[src/rtl/mem_port_arbiter_if.sv]
// Requester port of the unified-memory arbiter: request/handshake plus a
// registered read response. One instance per requester (CPU, debug unit).
interface mem_port_arbiter_if #(
   parameter int AW = 8,
   parameter int DW = 32
);
   logic          req;
   logic          we;
   logic [AW-1:0] addr;
   logic [DW-1:0] wdata;
   logic          gnt;
   logic          rvalid;
   logic [DW-1:0] rdata;

   // requester side drives the access, arbiter side answers it
   modport master (output req, we, addr, wdata, input gnt, rvalid, rdata);
   modport slave  (input req, we, addr, wdata, output gnt, rvalid, rdata);
endinterface

[src/rtl/mem_port_arbiter.sv]
// Shares the unified instruction/data memory between the CPU (fetch, LW/SW)
// and the debug unit. One access in flight; IDLE -> ISSUE -> WAIT -> RESP.
// Requests are sampled only in IDLE/RESP, so a request still high during its
// grant cycle is not granted a second time.
module mem_port_arbiter #(
   parameter int AW         = 8,
   parameter int DW         = 32,
   parameter int MEM_LAT    = 1,
   parameter int STARVE_MAX = 4
) (
   input  logic              clk,
   input  logic              rst,
   mem_port_arbiter_if.slave cpu,
   mem_port_arbiter_if.slave dbg,
   output logic              mem_en,
   output logic              mem_we,
   output logic [AW-1:0]     mem_addr,
   output logic [DW-1:0]     mem_wdata,
   input  logic [DW-1:0]     mem_rdata,
   output logic              busy
);
   localparam int SW = $clog2(STARVE_MAX + 1);
   localparam int LW = $clog2(MEM_LAT + 1);

   typedef enum logic [1:0] {IDLE, ISSUE, WAIT, RESP} state_t;
   typedef enum logic {OWN_CPU, OWN_DBG} owner_t;

   state_t        state, state_nxt;
   owner_t        owner;
   logic          op_we;
   logic [LW-1:0] lat_cnt;
   logic [SW-1:0] starve;
   logic [DW-1:0] cpu_rdata, dbg_rdata;
   logic          arb, any_req, pick_dbg, last_wait;

   // arbitration decision and next-state logic
   always_comb begin
      arb       = (state == IDLE) || (state == RESP);
      any_req   = cpu.req || dbg.req;
      // debug wins when alone, or when the CPU has starved it long enough
      pick_dbg  = dbg.req && (!cpu.req || (starve == SW'(STARVE_MAX)));
      last_wait = (state == WAIT) && (lat_cnt == LW'(1));
      state_nxt = state;
      case (state)
         IDLE, RESP: state_nxt = any_req ? ISSUE : IDLE;
         ISSUE:      state_nxt = WAIT;
         WAIT:       if (last_wait) state_nxt = RESP;
         default:    state_nxt = IDLE;
      endcase
   end

   // state register, winner latch, latency down-counter, starvation counter
   always_ff @(posedge clk) begin
      if (rst) begin
         state     <= IDLE;
         owner     <= OWN_CPU;
         op_we     <= 1'b0;
         mem_addr  <= '0;
         mem_wdata <= '0;
         lat_cnt   <= '0;
         starve    <= '0;
      end else begin
         state <= state_nxt;
         if (arb && any_req) begin
            owner     <= pick_dbg ? OWN_DBG : OWN_CPU;
            op_we     <= pick_dbg ? dbg.we    : cpu.we;
            mem_addr  <= pick_dbg ? dbg.addr  : cpu.addr;
            mem_wdata <= pick_dbg ? dbg.wdata : cpu.wdata;
         end
         if (state == ISSUE)
            lat_cnt <= LW'(MEM_LAT);
         else if (state == WAIT)
            lat_cnt <= lat_cnt - LW'(1);
         // counts CPU wins over a waiting debug request; any other outcome clears it
         if (arb) begin
            if (!dbg.req || pick_dbg)
               starve <= '0;
            else if (starve != SW'(STARVE_MAX))
               starve <= starve + SW'(1);
         end
      end
   end

   // read data capture at the end of the last wait cycle; writes leave it alone
   always_ff @(posedge clk) begin
      if (rst) begin
         cpu_rdata <= '0;
         dbg_rdata <= '0;
      end else if (last_wait && !op_we) begin
         if (owner == OWN_DBG)
            dbg_rdata <= mem_rdata;
         else
            cpu_rdata <= mem_rdata;
      end
   end

   // strobes decoded from the registered state
   always_comb begin
      mem_en = (state == ISSUE);
      mem_we = mem_en && op_we;
      busy   = (state != IDLE);
   end

   assign cpu.gnt    = mem_en && (owner == OWN_CPU);
   assign dbg.gnt    = mem_en && (owner == OWN_DBG);
   assign cpu.rvalid = (state == RESP) && (owner == OWN_CPU);
   assign dbg.rvalid = (state == RESP) && (owner == OWN_DBG);
   assign cpu.rdata  = cpu_rdata;
   assign dbg.rdata  = dbg_rdata;
endmodule
[src/flat_wrapper.sv]
// flat-port wrapper written by rule: the top's interface ports become plain ports
module mem_port_arbiter_flat 
#(
   parameter int AW         = 8,
   parameter int DW         = 32,
   parameter int MEM_LAT    = 1,
   parameter int STARVE_MAX = 4
)
  (clk, rst, mem_en, mem_we, mem_addr, mem_wdata, mem_rdata, busy, cpu_req, cpu_we, cpu_addr, cpu_wdata, cpu_gnt, cpu_rvalid, cpu_rdata, dbg_req, dbg_we, dbg_addr, dbg_wdata, dbg_gnt, dbg_rvalid, dbg_rdata);
  mem_port_arbiter_if #(.AW(AW), .DW(DW)) cpu_i ();
  mem_port_arbiter_if #(.AW(AW), .DW(DW)) dbg_i ();
  input  logic clk;
  input  logic rst;
  output logic mem_en;
  output logic mem_we;
  output logic [AW-1:0] mem_addr;
  output logic [DW-1:0] mem_wdata;
  input  logic [DW-1:0] mem_rdata;
  output logic busy;
  input wire logic [$bits(cpu_i.req)-1:0] cpu_req;
  input wire logic [$bits(cpu_i.we)-1:0] cpu_we;
  input wire logic [$bits(cpu_i.addr)-1:0] cpu_addr;
  input wire logic [$bits(cpu_i.wdata)-1:0] cpu_wdata;
  output wire logic [$bits(cpu_i.gnt)-1:0] cpu_gnt;
  output wire logic [$bits(cpu_i.rvalid)-1:0] cpu_rvalid;
  output wire logic [$bits(cpu_i.rdata)-1:0] cpu_rdata;
  input wire logic [$bits(dbg_i.req)-1:0] dbg_req;
  input wire logic [$bits(dbg_i.we)-1:0] dbg_we;
  input wire logic [$bits(dbg_i.addr)-1:0] dbg_addr;
  input wire logic [$bits(dbg_i.wdata)-1:0] dbg_wdata;
  output wire logic [$bits(dbg_i.gnt)-1:0] dbg_gnt;
  output wire logic [$bits(dbg_i.rvalid)-1:0] dbg_rvalid;
  output wire logic [$bits(dbg_i.rdata)-1:0] dbg_rdata;
  assign cpu_i.req = cpu_req;
  assign cpu_i.we = cpu_we;
  assign cpu_i.addr = cpu_addr;
  assign cpu_i.wdata = cpu_wdata;
  assign cpu_gnt = cpu_i.gnt;
  assign cpu_rvalid = cpu_i.rvalid;
  assign cpu_rdata = cpu_i.rdata;
  assign dbg_i.req = dbg_req;
  assign dbg_i.we = dbg_we;
  assign dbg_i.addr = dbg_addr;
  assign dbg_i.wdata = dbg_wdata;
  assign dbg_gnt = dbg_i.gnt;
  assign dbg_rvalid = dbg_i.rvalid;
  assign dbg_rdata = dbg_i.rdata;
  mem_port_arbiter #(.AW(AW), .DW(DW), .MEM_LAT(MEM_LAT), .STARVE_MAX(STARVE_MAX)) u_core (.clk(clk), .rst(rst), .cpu(cpu_i), .dbg(dbg_i), .mem_en(mem_en), .mem_we(mem_we), .mem_addr(mem_addr), .mem_wdata(mem_wdata), .mem_rdata(mem_rdata), .busy(busy));
endmodule
[config.mk]
export PLATFORM = sky130hd
export DESIGN_NAME = mem_port_arbiter_flat
export DESIGN_NICKNAME = d
export VERILOG_FILES = /design/src/rtl/mem_port_arbiter_if.sv /design/src/rtl/mem_port_arbiter.sv /design/src/flat_wrapper.sv
export SDC_FILE = /design/constraint.sdc
export NUM_CORES = 1
export LEC_CHECK = 0
export CORE_MARGIN = 10
export CORE_UTILIZATION = 65
export CTS_CLUSTER_DIAMETER = 100
export DETAILED_ROUTE_END_ITERATION = 7
export DONT_BUFFER_PORTS = 1
export PLACE_DENSITY = 0.81
export SLEW_MARGIN = 30
export SYNTH_ARGS = -nofsm -noshare
export SYNTH_HDL_FRONTEND = slang
export SYNTH_SLANG_ARGS = --single-unit
export TNS_END_PERCENT = 1
[constraint.sdc]
create_clock -name clk -period 3.25 [get_ports clk]
set_input_delay 0.65 -clock clk [delete_from_list [all_inputs] [get_ports clk]]
set_output_delay 0.65 -clock clk [all_outputs]
set_load 0.02 [all_outputs]
======== Yosys cells after proc, flatten, opt, wreduce, memory -nomap -nowiden ========
Cells that the tools add are included.
storage, ports and cells
  register bits after elaboration ......... 112
  input port bits ......................... 118
  output and inout bits ................... 111
cells by class
  bitwise logic cells ..................... 1
  $add $sub $neg .......................... 2
  reduce and logical (&&, ||, !) cells .... 24
  muxes and demuxes ....................... 11
  equal/unequal tests ..................... 6
operators with widths
  kind                 number
  $mux 32              1
  $logic_and 1x1->1    9
  $mux 8               1
  $mux 3               2
  $pmux 2 s3           1
  $reduce_and 2->1     3
  $reduce_bool 2->1    3
  $mux 1               5
  $eq 2x2->1 const B   2
  $logic_or 1x1->1     4
  $add 3x1->3 const B  1
  $eq 3x3->1 const B   1
  $logic_not 1->1      3
  $ne 3x3->1 const B   1
  $eq 2x1->1 const B   1
  $logic_not 2->1      1
  $mux 2               1
  $ne 2x1->1 const B   1
  $reduce_or 2->1      1
  $not 1->1            1
  $sub 1x1->1 const B  1

======== Depth between registers and ports, before layout ========
  word-level depth ........................ 6
  mapped depth ............................ 8
  gate-level depth less buffers ........... 5

======== Least setup slack after synthesis ========
Ideal clock, no wire load.
  path kind ............................... register -> output
  start point ............................. register u_core.state[1]
  end point ............................... output port cpu_gnt
  data arrival time ....................... 1.068 ns
  slack ................................... 1.532 ns
  cell stages (with the launch flop) ...... 4
  cells stage by stage .................... dfxtp_1 -> inv_1 -> ha_1 -> nor2b_1
between the ends
  cells in the longest elaborated chain, start to end .. 2
ends and longest elaborated chain
  what                      RTL line                 source
  start: declaration        mem_port_arbiter.sv:28   state_t state, state_nxt;
  start signal: assignment  mem_port_arbiter.sv:63   state <= state_nxt;
  $eq 2x1->1                mem_port_arbiter.sv:99   mem_en = (state == ISSUE);
  named net mem_en          flat_wrapper.sv:14       output logic mem_en;
  $logic_and 1x1->1         mem_port_arbiter.sv:104  assign cpu.gnt = mem_en && (owner == OWN_CPU);
  end: declaration          flat_wrapper.sv:24       output wire logic [$bits(cpu_i.gnt)-1:0] cpu_gnt;
The timed path passes the listed nets, and every way through them passes these cells.

======== Final worst setup path ========
  start point ............................. register u_core.state[0]
  end point ............................... register u_core.mem_wdata[19]
between the ends
  cells in the longest elaborated chain, start to end .. 3
ends and longest elaborated chain
  what                                           RTL line                source
  $eq 2x2->1 or $logic_not 2->1 (tied branches)  mem_port_arbiter.sv:38  arb = (state == IDLE) || (state == RESP);
  $logic_or 1x1->1 *                             mem_port_arbiter.sv:38
  $logic_and 1x1->1 *                            mem_port_arbiter.sv:64  if (arb && any_req) begin
  end signal: assignment                         mem_port_arbiter.sv:68  mem_wdata <= pick_dbg ? dbg.wdata : cpu.wdata;
  end: declaration                               mem_port_arbiter.sv:18  output logic [DW-1:0] mem_wdata,
Mark *: on every way between the ends. The rest lies on a longest branch, timed or not.
A chain may end at the register's enable or synchronous reset.

==> insert_results.sql <==
INSERT INTO impl_metrics (metric_group, metric, value, unit) VALUES
('timing', 'final.setup.worst_slack', '0.923', 'ns'),
('grt', 'grt_use_total', '22.0', '%'),
('die', 'rows', '31', ''),
('yosys', 'synth-warning-count', '0', ''),
('yosys', 'postSynthCellCount', '568', ''),
('clocking', 'cts_tree', 'done', ''),
('die', 'core_area', '7250', 'µm²'),
('timing', 'timing.max_slew.rel_slack', '40.5', '%'),
('worst_hold_path', 'hp_class', 'input port to flop', ''),
('yosys', 'yosys.cell_types.count', '34', ''),
('pwr', 'power-per-cell-area', '824', 'nW/µm²'),
('layout', 'filler_cell_count', '602', ''),
('critical_path', 'arrival', '2.61', 'ns'),
('timing', 'worstMarginPinSlew', '0.890', 'ns'),
('layout', 'area.growth.synth_to_final', '1.47', '%'),
('placement', 'post-dp-hpwl', '9590', 'µm'),
('layout', 'antenna_diode_instance_count', '0', ''),
('clocking', 'clk_latency_worst_skew_pair', '0.37', 'ns'),
('drt', 'routed_wl', '13100', 'µm'),
('grt', 'grt_first_pass_wirelength', '20300', 'µm'),
('drt', 'post-route-drc-count', '0', ''),
('timing', 'final_max_slew_viol_count', '0', ''),
('run', 'cap_viol_max_count', '0', ''),
('clocking', 'cts.root.buffer_cell', 'sky130_fd_sc_hd__clkbuf_8', ''),
('drt', 'detail_route.iter0.violations', '184', ''),
('layout', 'final_layout_size_suffix_gt1_share', '12.2', '%'),
('clocking', 'cts_buffer_depth', '2', ''),
('placement', 'dpl_worst_slack', '0.935', 'ns'),
('drt', 'wl_per_cell', '20.7', 'µm'),
('layout', 'nets', '654', ''),
('grt', 'via_count_of_the_first_global_routing_pass', '3840', ''),
('die', 'die_y', '107', 'µm'),
('drt', 'vias', '3891', ''),
('critical_path', 'cp_data_required_time', '3.53', 'ns'),
('pwr', 'power.ir.vdd_worst', '0.562', 'mV'),
('die', 'die_area', '11300', 'µm²'),
('yosys', 'post-synth-top-area-fraction', '46.1', '%'),
('timing', 'timing_hold_violations_final', '0', ''),
('layout', 'final_cell_area', '4940', 'µm²'),
('critical_path', 'critical_path.max_fanout', '42', ''),
('pwr', 'clkPwrFrac', '19.5', '%'),
('yosys', 'syn_std_cell_area', '4870', 'µm²'),
('clocking', 'resized_after_cts', '0', ''),
('yosys', 'synthesized_netlist_net_count', '692', ''),
('critical_path', 'kind_of_critical_path', 'flop to flop', ''),
('die', 'initial_util', '67.1', '%'),
('timing', 'finalCritPeriodShare', '71.6', '%'),
('critical_path', 'worst_setup_path_end_kind', 'flop', ''),
('placement', 'placed_cell_area', '4750', 'µm²'),
('clocking', 'cts.htree.levels', '3', ''),
('clocking', 'tritoncts_num_sinks', '112', ''),
('drt', 'drt_first_pass_iters', '4', ''),
('pwr', 'total_power', '4.07', 'mW'),
('timing', 'rsz0062_at_grt', 'false', ''),
('yosys', 'netlist_top_cells_area', 'sky130_fd_sc_hd__dfxtp_1, sky130_fd_sc_hd__a311oi_2, sky130_fd_sc_hd__nand2_1', ''),
('timing', 'fin_skew', '0.0139', 'ns'),
('pwr', 'share_seq_of_total_power', '51.9', '%'),
('timing', 'setup_viol', '0', ''),
('die', 'die_x', '107', 'µm'),
('clocking', 'tritoncts.num_buffers', '9', ''),
('grt', 'number_of_antenna_violations_at_the_first_check_in_global_routing', '0', ''),
('layout', 'mostFrequentLayoutCell', 'sky130_fd_sc_hd__nand2_1', ''),
('status', 'result_of_the_run', 'finished, final reports clean', ''),
('drt', 'post_detailed_route_via_to_cell_ratio', '6.15', ''),
('pwr', 'switching_power_summed_over_all_nets', '1.65', 'mW'),
('pwr', 'power.share.combinational', '28.6', '%'),
('placement', 'io_buffer_count', '0', ''),
('pwr', 'leakagePower', '1.59', 'nW'),
('yosys', 'synth.ff_latch_count', '112', ''),
('placement', 'final_weighted_congestion_in_routability_driven_placement', '0.784', ''),
('grt', 'grt-ovfl-total', '0', '');
sequential cells by signal (all words and copies together), names as in the netlist:
name	flops
u_core.cpu.rdata	32
u_core.dbg.rdata	32
u_core.lat_cnt	1
u_core.mem_addr	8
u_core.mem_wdata	32
u_core.op_we	1
u_core.owner	1
u_core.starve	3
u_core.state	2
kinds of logic after synthesis:
group           count (synthesis)  share of synthesized area, %
simple gates                  228                          19.6
compound gates                155                          24.8
flops                         112                          46.1
buf+inv                        63                          7.17
fa+ha+maj                       6                          1.54
xor+xnor                        2                         0.360
mux                             2                         0.411
cell usage after synthesis:
cell type / n
sky130_fd_sc_hd__nand2_1: 128
sky130_fd_sc_hd__dfxtp_1: 112
sky130_fd_sc_hd__a21oi_1: 65
sky130_fd_sc_hd__nor2_1: 44
sky130_fd_sc_hd__nand3_1: 41
sky130_fd_sc_hd__o21ai_0: 41
sky130_fd_sc_hd__a311oi_2: 39
sky130_fd_sc_hd__clkbuf_1: 22
sky130_fd_sc_hd__buf_4: 15
sky130_fd_sc_hd__inv_1: 8
sky130_fd_sc_hd__buf_2: 7
sky130_fd_sc_hd__buf_6: 6
sky130_fd_sc_hd__ha_1: 6
sky130_fd_sc_hd__nor3_1: 4
sky130_fd_sc_hd__and2_1: 3
sky130_fd_sc_hd__buf_1: 3
sky130_fd_sc_hd__nor2b_1: 3
sky130_fd_sc_hd__a211oi_1: 2
sky130_fd_sc_hd__a311oi_1: 2
sky130_fd_sc_hd__clkbuf_2: 2
sky130_fd_sc_hd__mux2i_1: 2
sky130_fd_sc_hd__a21bo_2: 1
sky130_fd_sc_hd__a21boi_4: 1
sky130_fd_sc_hd__a32oi_1: 1
sky130_fd_sc_hd__and4b_1: 1
sky130_fd_sc_hd__nand2b_1: 1
sky130_fd_sc_hd__nand4b_1: 1
sky130_fd_sc_hd__nand4bb_1: 1
sky130_fd_sc_hd__nor4bb_1: 1
sky130_fd_sc_hd__o21ai_1: 1
sky130_fd_sc_hd__o21ba_1: 1
sky130_fd_sc_hd__o21bai_1: 1
sky130_fd_sc_hd__xnor2_1: 1
sky130_fd_sc_hd__xor2_1: 1
layout make-up:
type	count	area (µm²)	share of cell area (%)
multi-input combinational	393	2300	46.5
sequential	112	2240	45.4
clock buffer	11	151	3.07
tap	99	124	2.51
timing repair buffer	6	57.6	1.17
clock inverter	4	36.3	0.735
inverter	8	30.0	0.608
metrics by stage:
| step | hold WS, ns | instances | util (%) |
|---|---|---|---|
| 6_report | 0.335 | 633 | 68.1 |
| 5_1_grt | 0.312 | 633 | 68.1 |
| 4_1_cts | 0.331 | 633 | 68.1 |
| 3_5_place_dp | 0.546 | 618 | 65.5 |
| 3_3_place_gp | 0.528 | 618 | 65.5 |
| 2_1_floorplan | 0.508 | 568 | - |
critical path, stage by stage (launching register included):
cell and delay, ns:
sky130_fd_sc_hd__dfxtp_1 0.39, sky130_fd_sc_hd__inv_1 0.08, sky130_fd_sc_hd__ha_1 0.42, sky130_fd_sc_hd__o21ba_4 0.67, sky130_fd_sc_hd__buf_12 0.30, sky130_fd_sc_hd__nor2_1 0.09, sky130_fd_sc_hd__a311oi_2 0.25
layer usage:
layer / wire (µm) / part of all wire, % / vias up / track usage [%]
met5: 0 / 0 / - / 0
met4: 216 / 1.6 / 0 / 7.25
met3: 1750 / 13 / 17 / 11.8
met2: 6600 / 50 / 189 / 38.1
met1: 4540 / 35 / 1801 / 22.3
li1: - / - / 1884 / -
worst paths after layout:
path                                      from                                end  slack (ns)  cells past startpoint
setup / recovery  u_core.state[0]$_SDFFE_PP0P_  u_core.mem_wdata[19]$_SDFFE_PP0P_        0.92                      6
hold / removal                             rst   u_core.mem_wdata[1]$_SDFFE_PP0P_        0.33                      1
setup reg to reg  u_core.state[0]$_SDFFE_PP0P_  u_core.mem_wdata[19]$_SDFFE_PP0P_        0.92                      6
hold reg to reg   u_core.state[0]$_SDFFE_PP0P_       u_core.state[0]$_SDFFE_PP0P_        0.55                      2
power by group through the flow:
stage / registers (mW) / logic [mW] / clock network, mW
3_3_place_gp: 2.14 / 1.12 / 0
3_5_place_dp: 2.15 / 1.18 / 0
2_1_floorplan: 2.06 / 1.16 / 0
6_report: 2.11 / 1.16 / 0.792
4_1_cts: 2.12 / 1.18 / 0.810
5_1_grt: 2.15 / 1.29 / 0.862
(Power assumes the default switching activity.)
